## src/rtl/load_store_queue_unit.sv

```systemverilog
// load_store_queue_unit: AGU + DEPTH-entry in-order request queue feeding ROB stores, store forwarding, cache loads.
// Define LSU_MISALIGN_EXC_EN to turn unaligned H/W head accesses into address-misaligned exceptions.
module load_store_queue_unit #(
    parameter int DATA_WIDTH = 32,
    parameter int ADDR_BITS  = 32,
    parameter int R_WIDTH    = 6,
    parameter int MICROOP    = 5,
    parameter int ROB_TICKET = 3,
    parameter int DEPTH      = 4
) (
    input  logic                  clk,
    input  logic                  rst,
    input  logic                  in_valid,
    input  logic [DATA_WIDTH-1:0] in_data1,
    input  logic [DATA_WIDTH-1:0] in_data2,
    input  logic [DATA_WIDTH-1:0] in_imm,
    input  logic [MICROOP-1:0]    in_microop,
    input  logic [ROB_TICKET-1:0] in_ticket,
    input  logic [R_WIDTH-1:0]    in_dest,
    input  logic                  flush_valid,
    output logic                  busy_fu,
    output logic [ADDR_BITS-1:0]  frw_address,
    output logic [MICROOP-1:0]    frw_microop,
    input  logic [DATA_WIDTH-1:0] frw_data,
    input  logic                  frw_valid,
    input  logic                  frw_stall,
    input  logic                  cache_writeback_valid,
    input  logic                  cache_blocked,
    output logic                  store_valid,
    output logic [ADDR_BITS-1:0]  store_address,
    output logic [DATA_WIDTH-1:0] store_data,
    output logic [MICROOP-1:0]    store_microop,
    output logic [ROB_TICKET-1:0] store_ticket,
    output logic                  cache_load_valid,
    output logic [ADDR_BITS-1:0]  cache_load_addr,
    output logic [R_WIDTH-1:0]    cache_load_dest,
    output logic [MICROOP-1:0]    cache_load_microop,
    output logic [ROB_TICKET-1:0] cache_load_ticket,
    input  logic                  cache_fu_valid,
    input  logic [R_WIDTH-1:0]    cache_fu_dest,
    input  logic [ROB_TICKET-1:0] cache_fu_ticket,
    input  logic [DATA_WIDTH-1:0] cache_fu_data,
    input  logic                  cache_fu_exc,
    input  logic [3:0]            cache_fu_cause,
    output logic                  fu_valid,
    output logic [R_WIDTH-1:0]    fu_dest,
    output logic [ROB_TICKET-1:0] fu_ticket,
    output logic [DATA_WIDTH-1:0] fu_data,
    output logic                  fu_exc,
    output logic [3:0]            fu_cause,
    output logic                  output_used
);
    localparam int PW = $clog2(DEPTH);
    localparam int CW = $clog2(DEPTH + 1);
    localparam int LB = $clog2(DATA_WIDTH / 8);
    localparam logic [MICROOP-1:0] OP_LW  = MICROOP'(1);
    localparam logic [MICROOP-1:0] OP_LH  = MICROOP'(2);
    localparam logic [MICROOP-1:0] OP_LHU = MICROOP'(3);
    localparam logic [MICROOP-1:0] OP_LB  = MICROOP'(4);
    localparam logic [MICROOP-1:0] OP_LBU = MICROOP'(5);
    localparam logic [MICROOP-1:0] OP_SW  = MICROOP'(6);
    localparam logic [MICROOP-1:0] OP_SH  = MICROOP'(7);
    localparam logic [MICROOP-1:0] OP_SB  = MICROOP'(8);

    typedef struct packed {
        logic [ADDR_BITS-1:0]  addr;
        logic [DATA_WIDTH-1:0] data;
        logic [MICROOP-1:0]    op;
        logic [ROB_TICKET-1:0] ticket;
        logic [R_WIDTH-1:0]    dest;
    } entry_t;

    entry_t          ent_q [DEPTH];
    entry_t          hd, new_ent;
    logic [PW-1:0]   head_q, head_d, tail_q, tail_d;
    logic [CW-1:0]   count_q, count_d;
    logic            wr, pop, empty, port_free, h_store;
    logic [LB-1:0]   lane;
    logic [DATA_WIDTH-1:0] sh, fwd_data;
    logic            int_exc;
    logic [3:0]      int_cause;
    logic [DATA_WIDTH-1:0] int_data;
`ifdef LSU_MISALIGN_EXC_EN
    logic            mis;
`endif

    assign busy_fu   = count_q == CW'(DEPTH);
    assign empty     = count_q == '0;
    assign wr        = in_valid & ~busy_fu & ~flush_valid;
    assign port_free = ~cache_writeback_valid & ~cache_blocked;
    assign hd        = ent_q[head_q];
    assign lane      = hd.addr[LB-1:0];
    assign h_store   = hd.op == OP_SW || hd.op == OP_SH || hd.op == OP_SB;
    assign sh        = frw_data >> {lane, 3'b000};
`ifdef LSU_MISALIGN_EXC_EN
    assign mis = ((hd.op == OP_LH || hd.op == OP_LHU || hd.op == OP_SH) && hd.addr[0])
               || ((hd.op == OP_LW || hd.op == OP_SW) && lane != '0);
`endif

    always_comb begin
        new_ent        = '0;
        new_ent.addr   = ADDR_BITS'(in_data1 + in_imm);
        new_ent.data   = in_data2;
        new_ent.op     = in_microop;
        new_ent.ticket = in_ticket;
        new_ent.dest   = in_dest;
    end

    // Lane-extracted forwarded value; words use the shifted vector so every bit stays live.
    always_comb begin
        fwd_data = sh;
        if (hd.op == OP_LB)  fwd_data = {{(DATA_WIDTH-8){sh[7]}}, sh[7:0]};
        if (hd.op == OP_LBU) fwd_data = {{(DATA_WIDTH-8){1'b0}}, sh[7:0]};
        if (hd.op == OP_LH)  fwd_data = {{(DATA_WIDTH-16){sh[15]}}, sh[15:0]};
        if (hd.op == OP_LHU) fwd_data = {{(DATA_WIDTH-16){1'b0}}, sh[15:0]};
    end

    always_comb begin
        pop              = 1'b0;
        store_valid      = 1'b0;
        cache_load_valid = 1'b0;
        output_used      = 1'b0;
        int_exc          = 1'b0;
        int_cause        = 4'd0;
        int_data         = fwd_data;
        if (!empty) begin
`ifdef LSU_MISALIGN_EXC_EN
            if (mis) begin
                if (port_free) begin
                    output_used = 1'b1;
                    int_exc     = 1'b1;
                    int_cause   = h_store ? 4'd6 : 4'd4;
                    int_data    = '0;
                    pop         = 1'b1;
                end
            end else
`endif
            if (h_store) begin
                store_valid = 1'b1;
                pop         = 1'b1;
            end else if (!frw_stall && port_free) begin
                output_used      = frw_valid;
                cache_load_valid = ~frw_valid;
                pop              = 1'b1;
            end
        end
    end

    always_comb begin
        frw_address        = empty ? '0 : hd.addr;
        frw_microop        = empty ? '0 : hd.op;
        store_address      = store_valid ? hd.addr : '0;
        store_data         = store_valid ? hd.data : '0;
        store_microop      = store_valid ? hd.op : '0;
        store_ticket       = store_valid ? hd.ticket : '0;
        cache_load_addr    = cache_load_valid ? hd.addr : '0;
        cache_load_dest    = cache_load_valid ? hd.dest : '0;
        cache_load_microop = cache_load_valid ? hd.op : '0;
        cache_load_ticket  = cache_load_valid ? hd.ticket : '0;
        fu_valid           = output_used ? 1'b1 : cache_fu_valid;
        fu_dest            = output_used ? hd.dest : cache_fu_dest;
        fu_ticket          = output_used ? hd.ticket : cache_fu_ticket;
        fu_data            = output_used ? int_data : cache_fu_data;
        fu_exc             = output_used ? int_exc : cache_fu_exc;
        fu_cause           = output_used ? int_cause : cache_fu_cause;
    end

    always_comb begin
        head_d  = flush_valid ? '0 : head_q + PW'(pop);
        tail_d  = flush_valid ? '0 : tail_q + PW'(wr);
        count_d = flush_valid ? '0 : count_q + CW'(wr) - CW'(pop);
    end

    always_ff @(posedge clk or posedge rst) begin
        if (rst) begin
            head_q  <= '0;
            tail_q  <= '0;
            count_q <= '0;
        end else begin
            head_q  <= head_d;
            tail_q  <= tail_d;
            count_q <= count_d;
        end
    end

    always_ff @(posedge clk) begin
        if (wr) ent_q[tail_q] <= new_ent;
    end
endmodule

```

## config.mk

```make
export PLATFORM = sky130hd
export DESIGN_NAME = load_store_queue_unit
export DESIGN_NICKNAME = d
export VERILOG_FILES = /design/src/rtl/load_store_queue_unit.sv
export SDC_FILE = /design/constraint.sdc
export NUM_CORES = 1
export LEC_CHECK = 0
export ABC_CLOCK_PERIOD_IN_PS = 13600
export CAP_MARGIN = 15
export CORE_MARGIN = 8
export CORE_UTILIZATION = 54
export CTS_BUF_LIST = sky130_fd_sc_hd__clkbuf_4 sky130_fd_sc_hd__clkbuf_8 sky130_fd_sc_hd__clkbuf_16
export CTS_CLUSTER_DIAMETER = 40
export DETAILED_ROUTE_END_ITERATION = 10
export GPL_TIMING_DRIVEN = 0
export MAX_ROUTING_LAYER = met4
export PLACE_DENSITY = 0.87
export SYNTH_ARGS = -nofsm -noshare
export SYNTH_HDL_FRONTEND = slang
export SYNTH_SLANG_ARGS = --single-unit
```

## constraint.sdc

```tcl
create_clock -name clk -period 13.6 [get_ports clk]
set_input_delay 2.72 -clock clk [delete_from_list [all_inputs] [get_ports clk]]
set_output_delay 2.72 -clock clk [all_outputs]
set_load 0.05 [all_outputs]
```

# After elaboration in Yosys (flattened, before gate mapping)
# Memory sizes are Yosys's and may differ from the RTL's.
# Index checks and enable logic that the tools add are counted.
totals:
  reg_bits: 7
  ramBits: 312
  input_bits: 197
  elab_cells: 67
  memories: 1
mem_list:
  columns: ["memory", "depth", "width", "read_ports", "rd_ports_with_merged_regs", "write_ports", "line", "text"]
  rows:
  - ["ent_q", 4, 78, 1, 0, 1, "73", "entry_t ent_q [DEPTH];"]
op_classes:
  add_sub_neg: 5
  eq_ne: 8
  shift: 1
  mux: 36
  n_bitwise: 8
  n_reduce_logical: 5
ops:
  columns: ["op", "count"]
  rows:
  - ["2-to-1 mux 32 bit", 9]
  - ["adder 32 bit", 1]
  - [">> shifter 32 x 5 -> 32 bit", 1]
  - ["equality test 5 x 3 -> 1 bit (second input constant)", 4]
  - ["2-to-1 mux 1 bit", 15]
  - ["2-to-1 mux 5 bit", 3]
  - ["2-to-1 mux 3 bit", 4]
  - ["2-to-1 mux 6 bit", 2]
  - ["equality test 5 x 2 -> 1 bit (second input constant)", 2]
  - ["equality test 5 x 4 -> 1 bit (second input constant)", 1]
  - ["inverter 1 bit", 5]
  - ["adder 2 x 1 -> 2 bit", 2]
  - ["2-to-1 mux 2 bit", 2]
  - ["2-to-1 mux 4 bit", 1]
  - ["adder 3 x 1 -> 3 bit", 1]
  - ["bitwise AND 1 bit", 3]
  - ["equality test 3 bit (second input constant)", 1]
  - ["logical NOT 3 bit", 1]
  - ["subtractor 3 x 1 -> 3 bit", 1]
  - ["logical OR 1 bit", 2]
  - ["logical AND 1 bit", 1]
  - ["logical NOT 1 bit", 1]

# Longest topological paths before layout
# Gate-level depths: netlist (run 1).
logic_depth:
  word_depth: 8
  mapped_depth: 13
  depth_no_buf: 11

# Least setup slack after synthesis (run 1)
# No wires, ideal clock.
synth_timing:
  kind: "input port to flip-flop"
  startpoint: "in flush_valid"
  endpoint: "mem ent_q[0][0] (netlist bit) (enable)"
  setup_time_ns: 0.629
  arrival_ns: 9.289
  required_time_ns: 12.971
  slack_ns: 3.682
  path_stages: 3
  path_buffers: 1
  cell_sequence: "clkbuf_1 -> nor3b_1 -> nor3b_1"
synth_between:
  elab_chain_len: 4
synth_lines:
  columns: ["item", "line", "text"]
  rows:
  - ["start, declared", "20", "input logic flush_valid,"]
  - ["inverter 1 bit", "89", "assign wr = in_valid & ~busy_fu & ~flush_valid;"]
  - ["bitwise AND 1 bit", "89", null]
  - ["2-to-1 mux 1 bit", "187", "if (wr) ent_q[tail_q] <= new_ent;"]
  - ["2-to-1 mux 1 bit (implied by the code)", "187", null]
  - ["end, declared", "73", null]
# Every way passes these cells.

# Worst setup path in the final report (run 1)
layout_timing:
  startpoint: "in cache_blocked"
  endpoint: "out cache_load_microop[0]"
layout_between:
  elab_chain_len: 7
layout_lines:
  columns: ["item", "line", "text"]
  rows:
  - ["start, declared", "28", "input logic cache_blocked,"]
  - ["inverter 1 bit", "90", "assign port_free = ~cache_writeback_valid & ~cache_blocked;"]
  - ["bitwise AND 1 bit", "90", null]
  - ["logical AND 1 bit", "141", "end else if (!frw_stall && port_free) begin"]
  - ["2-to-1 mux 1 bit", "141", null]
  - ["2-to-1 mux 1 bit", "138", "if (h_store) begin"]
  - ["2-to-1 mux 1 bit", "126", "if (!empty) begin"]
  - ["2-to-1 mux 5 bit", "158", "cache_load_microop = cache_load_valid ? hd.op : '0;"]
  - ["end, declared", "37", "output logic [MICROOP-1:0] cache_load_microop,"]
# Every way passes these cells.

==> flow_metrics.env, run 1 <==
export IMPL_synthMuxAreaShare=0.140
export IMPL_hold_buffers=0
export IMPL_die_h_um=187
export IMPL_path_buf_inv=4
export IMPL_min_to="tail_q[1]"
export IMPL_power_total_uw=3220
export IMPL_hp_class="flip-flop to flip-flop"
export IMPL_min_path_cells=2
export IMPL_die_area_mm2=0.0350
export IMPL_slew_headroom=0.328
export IMPL_routedWlPerCell_um=24.7
export IMPL_drc=0
export IMPL_yosysMostFrequentCell="edfxtp_1"
export IMPL_cts_buffer_depth=3
export IMPL_r2r_end="count_q[2]"
export IMPL_finalCritPeriodShare=0.658
export IMPL_synth_seq_area_share=0.603
export IMPL_numCtsBuffers=37
export IMPL_synth_flop_cell="edfxtp_1"
export IMPL_synth_compound_area_frac=0.0628
export IMPL_ys_types=64
export IMPL_ioPinCount=403
export IMPL_skew_ps=12.2
export IMPL_place_congestion=0.893
export IMPL_num_vias=10878
export IMPL_htreeDepth=2
export IMPL_tightestPinTransition_ps=1010
export IMPL_synth_nets=1275
export IMPL_place_inst=1840
export IMPL_nets=1728
export IMPL_synth_warnings=0
export IMPL_area_growth_pct=37.6
export IMPL_yosysTopAreaCell="edfxtp_1"
export IMPL_post_cts_repair_setup_buffers=0
export IMPL_post_cts_resize_count=0
export IMPL_p_leak_uw=0.00757
export IMPL_fin_util=0.756
export IMPL_grt_pass1_vias=11570
export IMPL_cts_root_buffer="clkbuf_16"
export IMPL_hpwl_um=35400
export IMPL_clock_latency_ps=500
export IMPL_grt_overflow_total=0
export IMPL_hold_viol=0
export IMPL_grt_max_degree=47
export IMPL_core_area_mm2=0.0288
export IMPL_ant_nets=0
export IMPL_fp_dieW_um=187
export IMPL_critPathLaunchType="input pin"
export IMPL_post_place_ws_ps=4660
export IMPL_synth_area_leaders="edfxtp_1 (59%), mux4_2 (11%), ha_1 (2.7%)"
export IMPL_cp_slowest_cell="clkdlybuf4s50_1"
export IMPL_grtUsageTotal=0.269
export IMPL_synth_common_cells="edfxtp_1 (312), mux4_2 (77), nor2b_1 (56)"
export IMPL_r2r_start="head_q[0]"
export IMPL_initial_core_util=0.550
export IMPL_max_stage_delay_ps=830
export IMPL_power_density_mw_per_mm2=148
export IMPL_path_cells="clkdlybuf4s50_1 > or4_1 > o21ba_1 > nor2b_1 > buf_2 > buf_2 > and2_1 > clkdlybuf4s50_1"
export IMPL_drive_gt1_frac=0.176
export IMPL_instances_no_fill=1913
export IMPL_core_rowCount=62
export IMPL_period_needed_ps=8940
export IMPL_netlist_instances=1042
export IMPL_synth_top_family_by_area="multiplexers"
export IMPL_critical_path_required_ps=10880
export IMPL_worst_r2r_cell_count=13
export IMPL_via_per_inst=5.69
export IMPL_ff2ff_setup_slack_ps=10240
export IMPL_antenna_found_initial=7
export IMPL_wl_um=47200
export IMPL_peakVddDrop_mv=0.107
export IMPL_critPathMaxFanout=10
export IMPL_cts_tree="done"
export IMPL_clock_sinks=319
export IMPL_arrival_ps=6220
export IMPL_slew_viol_final=0
export IMPL_synth_fa_ha_area_frac=0.0294
export IMPL_rsz0062_at_grt="no"
export IMPL_synth_top_area_share=0.592
export IMPL_drt_iter0_drc=738
export IMPL_synthXorXnorAreaFrac=0.0183
export IMPL_grt_first_pass_wirelength_um=70300
export IMPL_end_kind="output port"
export IMPL_async_flop_share=0.0219
export IMPL_maxCapViolCount=0
export IMPL_synth_seq_cells=319
export IMPL_yosys_area_share_simple=0.121
export IMPL_cts_reportedPaths_clkPinSlew_ps=50
export IMPL_synth_edf_count=312
export IMPL_outcome="finished clean"
export IMPL_min_from="tail_q[1]"
export IMPL_setup_viol=0
export IMPL_portBuffers=400
export IMPL_crit_family="buffers and inverters"
export IMPL_fmax_ghz=0.112
export IMPL_setup_ws_ps=4660
export IMPL_avgSynthCellArea_um2=15.2
export IMPL_path_class="input pin to output port"
export IMPL_netlist_area_mm2=0.0158
export IMPL_first_pass_iters=5
==> final cells by class <==
type                            count  area, um^2
Inverter                           14        52.6
Buffer                             59         348
Timing Repair Buffer              414        4230
Tap cell                          384         480
Sequential cell                   319        9540
Fill cell                        1780        7010
Antenna cell                        7        17.5
Multi-Input combinational cell    650        5900
Clock buffer                       46        1030
Clock inverter                     20         171
==> state kept, by name, indices dropped and copies added, names as in the netlist <==
name     cells
ent_q      312
count_q      3
head_q       2
tail_q       2
==> stage by stage <==
stage / TNS, ps / cell area (um^2) / hold WS (ps)
4_1_cts: 0 / 21800 / 680
3_3_place_gp: -80480 / 20300 / 571
3_5_place_dp: 0 / 20600 / 651
6_report: 0 / 21800 / 681
5_1_grt: 0 / 21800 / 722
2_1_floorplan: 0 / 15800 / 554
==> metal layers <==
layer,wire length [um],vias to the layer above,global-route usage
li1,-,4899,-
met1,17800,5433,0.294
met2,25300,471,0.490
met3,2660,75,0.0481
met4,1310,0,0.0889
met5,0,-,-
==> where the power goes <==
part | total [uW] | switching, uW | internal [uW]
Clock | 950 | 385 | 565
Combinational | 1110 | 686 | 419
Sequential | 1160 | 14.0 | 1150
Total | 3220 | 1090 | 2130
==> cells in the final DEF, fill, tap and decap left out, types with 13 or more instances in the layout <==
cell             count
nand2_1             54
nor2b_4             30
clkbuf_16           39
buf_2               14
edfxtp_1           312
and2_1              53
inv_1               13
ha_1                34
o21ai_0             44
xnor2_1             15
nor2b_1             56
nor2b_2             23
nor2_1              39
clkdlybuf4s50_1    400
mux2i_1             22
clkbuf_1            31
mux4_2              77
a21oi_1             51
xor2_1              18
==> cell families after synthesis <==
group,count (synthesis)
AOI/OAI and AO/OA,163
muxes,119
and+or+nand+nor,298
other,1
buffers and inverters,73
DFF,319
adders and majority gates,36
xor gates and xnor gates,33
==> worst max-delay path by stage <==
| stage | cells past startpoint | startpoint | to |
|---|---|---|---|
| after floorplan | 3 | flush_valid | ent_q[0][0] |
| after global placement | 3 | in_valid | ent_q[0][73] |
| after detailed placement | 8 | cache_blocked | cache_load_microop[0] |
| after CTS | 8 | cache_blocked | cache_load_microop[0] |
| after global routing | 8 | cache_blocked | cache_load_microop[0] |
| final | 8 | cache_blocked | cache_load_microop[0] |
==> worst register-to-register path: cells and delay by family, from the launching register on <==
kind,cells,cell delay (ps)
mux,1,590
fa+ha+maj,2,580
xor+xnor,2,340
flops,1,370
compound gates,1,90
buf+inv,3,420
simple gates,4,860
(Power assumes the default switching activity.)
==> run 2: changes to the inputs <==
==> config.mk (replaced) <==
export PLATFORM = sky130hd
export DESIGN_NAME = load_store_queue_unit
export DESIGN_NICKNAME = d
export VERILOG_FILES = /design/src/rtl/load_store_queue_unit.sv
export SDC_FILE = /design/constraint.sdc
export NUM_CORES = 1
export LEC_CHECK = 0
export ABC_CLOCK_PERIOD_IN_PS = 9400
export CAP_MARGIN = 15
export CORE_MARGIN = 8
export CORE_UTILIZATION = 50
export CTS_BUF_LIST = sky130_fd_sc_hd__clkbuf_4 sky130_fd_sc_hd__clkbuf_8 sky130_fd_sc_hd__clkbuf_16
export CTS_CLUSTER_DIAMETER = 40
export DETAILED_ROUTE_END_ITERATION = 10
export GPL_TIMING_DRIVEN = 0
export MAX_ROUTING_LAYER = met4
export PLACE_DENSITY = 0.81
export SYNTH_ARGS = -nofsm -noshare
export SYNTH_HDL_FRONTEND = slang
export SYNTH_SLANG_ARGS = --single-unit
==> constraint.sdc (replaced) <==
create_clock -name clk -period 9.4 [get_ports clk]
set_input_delay 1.88 -clock clk [delete_from_list [all_inputs] [get_ports clk]]
set_output_delay 1.88 -clock clk [all_outputs]
set_load 0.05 [all_outputs]
==> run 2 against run 1 <==
Effect of this change:
- total power is 48% higher
- global-route usage down 2.2 points
- die area is 7.3% higher
==> flow_metrics.env, run 2 (synthesis gave the netlist of run 1 again) <==
export IMPL_hold_buffers=0
export IMPL_arrival_ps=5430
export IMPL_clock_latency_ps=510
export IMPL_cts_buffer_depth=3
export IMPL_grt_overflow_total=0
export IMPL_post_cts_resize_count=0
export IMPL_layout_commonest_cell="clkdlybuf4s50_1"
export IMPL_tightestPinTransition_ps=979
export IMPL_post_cts_repair_setup_buffers=0
export IMPL_setup_viol=0
export IMPL_area_growth_pct=38.2
export IMPL_slew_headroom=0.346
export IMPL_ioPinCount=403
export IMPL_finalCritPeriodShare=0.778
export IMPL_nets=1728
export IMPL_grt_max_degree=43
export IMPL_slew_viol_final=0
export IMPL_portBuffers=400
export IMPL_outcome="finished clean"
export IMPL_via_per_inst=5.56
export IMPL_regMostFlops="ent_q"
export IMPL_die_h_um=194
export IMPL_ff2ff_setup_slack_ps=6010
export IMPL_hp_class="flip-flop to flip-flop"
export IMPL_setup_tns_ps=0
export IMPL_worst_r2r_cell_count=13
export IMPL_grt_first_pass_wirelength_um=69200
export IMPL_numCtsBuffers=37
export IMPL_hpwl_um=35000
export IMPL_crit_start="cache_blocked"
export IMPL_path_class="input pin to output port"
export IMPL_final_cell_mix="clkdlybuf4s50_1 (400), edfxtp_1 (312), mux4_2 (77)"
export IMPL_rsz0062_at_grt="no"
export IMPL_period_needed_ps=7310
export IMPL_power_density_mw_per_mm2=218
export IMPL_instances_no_fill=1926
export IMPL_maxCapViolCount=0
export IMPL_core_rowCount=65
export IMPL_skew_ps=16.7
export IMPL_max_stage_delay_ps=870
export IMPL_path_cells="clkdlybuf4s50_1 > or4_1 > o21ba_1 > nor2b_1 > buf_2 > buf_2 > and2_1 > clkdlybuf4s50_1"
export IMPL_r2r_start="head_q[0]"
export IMPL_power_total_uw=4770
export IMPL_fp_dieW_um=194
export IMPL_grt_pass1_vias=11300
export IMPL_critPathLaunchType="input pin"
export IMPL_end_kind="output port"
export IMPL_reg_top3="ent_q x312, count_q x3"
export IMPL_grtUsageTotal=0.248
export IMPL_crit_cells=8
export IMPL_fin_util=0.696
export IMPL_path_buf_inv=4
export IMPL_die_area_mm2=0.0376
export IMPL_first_pass_iters=5
export IMPL_antenna_found_initial=1
export IMPL_endpoint="cache_load_microop[2]"
export IMPL_wl_um=46200
export IMPL_r2r_end="count_q[2]"
export IMPL_fmax_ghz=0.137
export IMPL_largest_register_ffs=312
export IMPL_core_area_mm2=0.0314
export IMPL_drt_iter0_drc=574
export IMPL_peakVddDrop_mv=0.207
export IMPL_cp_slowest_cell="clkdlybuf4s50_1"
export IMPL_initial_core_util=0.504
export IMPL_cts_root_buffer="clkbuf_16"
export IMPL_clock_sinks=319
export IMPL_critPathMaxFanout=10
export IMPL_routedWlPerCell_um=24.0
export IMPL_ant_nets=0
export IMPL_critical_path_required_ps=7520
export IMPL_hold_viol=0
export IMPL_p_leak_uw=0.00761
export IMPL_place_inst=1858
export IMPL_cts_reportedPaths_clkPinSlew_ps=60
export IMPL_place_congestion=0.929
export IMPL_crit_family="buffers and inverters"
export IMPL_cts_tree="done"
export IMPL_drive_gt1_frac=0.176
export IMPL_num_vias=10701
export IMPL_drc=0
export IMPL_htreeDepth=2
-- run 2: stage by stage --
step / hold slack (ps) / worst slack [ps] / instance area [um^2]
2_1_floorplan: 554 / 322 / 15800
3_3_place_gp: 572 / -4570 / 20300
3_5_place_dp: 655 / 2000 / 20600
4_1_cts: 675 / 1980 / 21900
5_1_grt: 694 / 1950 / 21900
6_report: 675 / 2090 / 21900
-- run 2: how the worst min path moves through the flow --
stage | startpoint | to | depth (start not counted) | slack, ps
2_1_floorplan | tail_q[1] | tail_q[1] | 2 | 550
3_3_place_gp | tail_q[1] | tail_q[1] | 2 | 570
3_5_place_dp | head_q[0] | head_q[0] | 2 | 650
4_1_cts | head_q[0] | head_q[0] | 2 | 670
5_1_grt | head_q[0] | head_q[0] | 2 | 690
6_report | head_q[0] | head_q[0] | 2 | 670
-- run 2: cell type report --
class,count,area (um^2)
inverter,14,52.6
buffer,59,348
clock inverter,24,292
fill,2122,9530
clock buffer,43,1010
tap,402,503
antenna,1,2.50
sequential,319,9540
timing repair buffer,414,4210
multi-input combinational,650,5900
-- run 2: worst min-delay path, stage by stage, from the launching register on --
cell	delay (ps)
dfrtp_1	370
ha_1	130
nor2b_1	130
-- run 2: power by group --
| group | switching (uW) | total [uW] | internal [uW] | leakage, uW |
|---|---|---|---|---|
| sequential | 19.6 | 1680 | 1660 | 0.00293 |
| combinational | 991 | 1600 | 606 | 0.00404 |
| clock | 570 | 1490 | 920 | 0.000639 |
| total | 1580 | 4770 | 3190 | 0.00761 |
-- run 2: routing by layer --
layer,up-vias,global-route usage,part of all wire
met3,78,0.0422,0.054
met4,0,0.0866,0.034
li1,4911,-,-
met1,5270,0.280,0.39
met2,442,0.441,0.52
met5,-,-,0
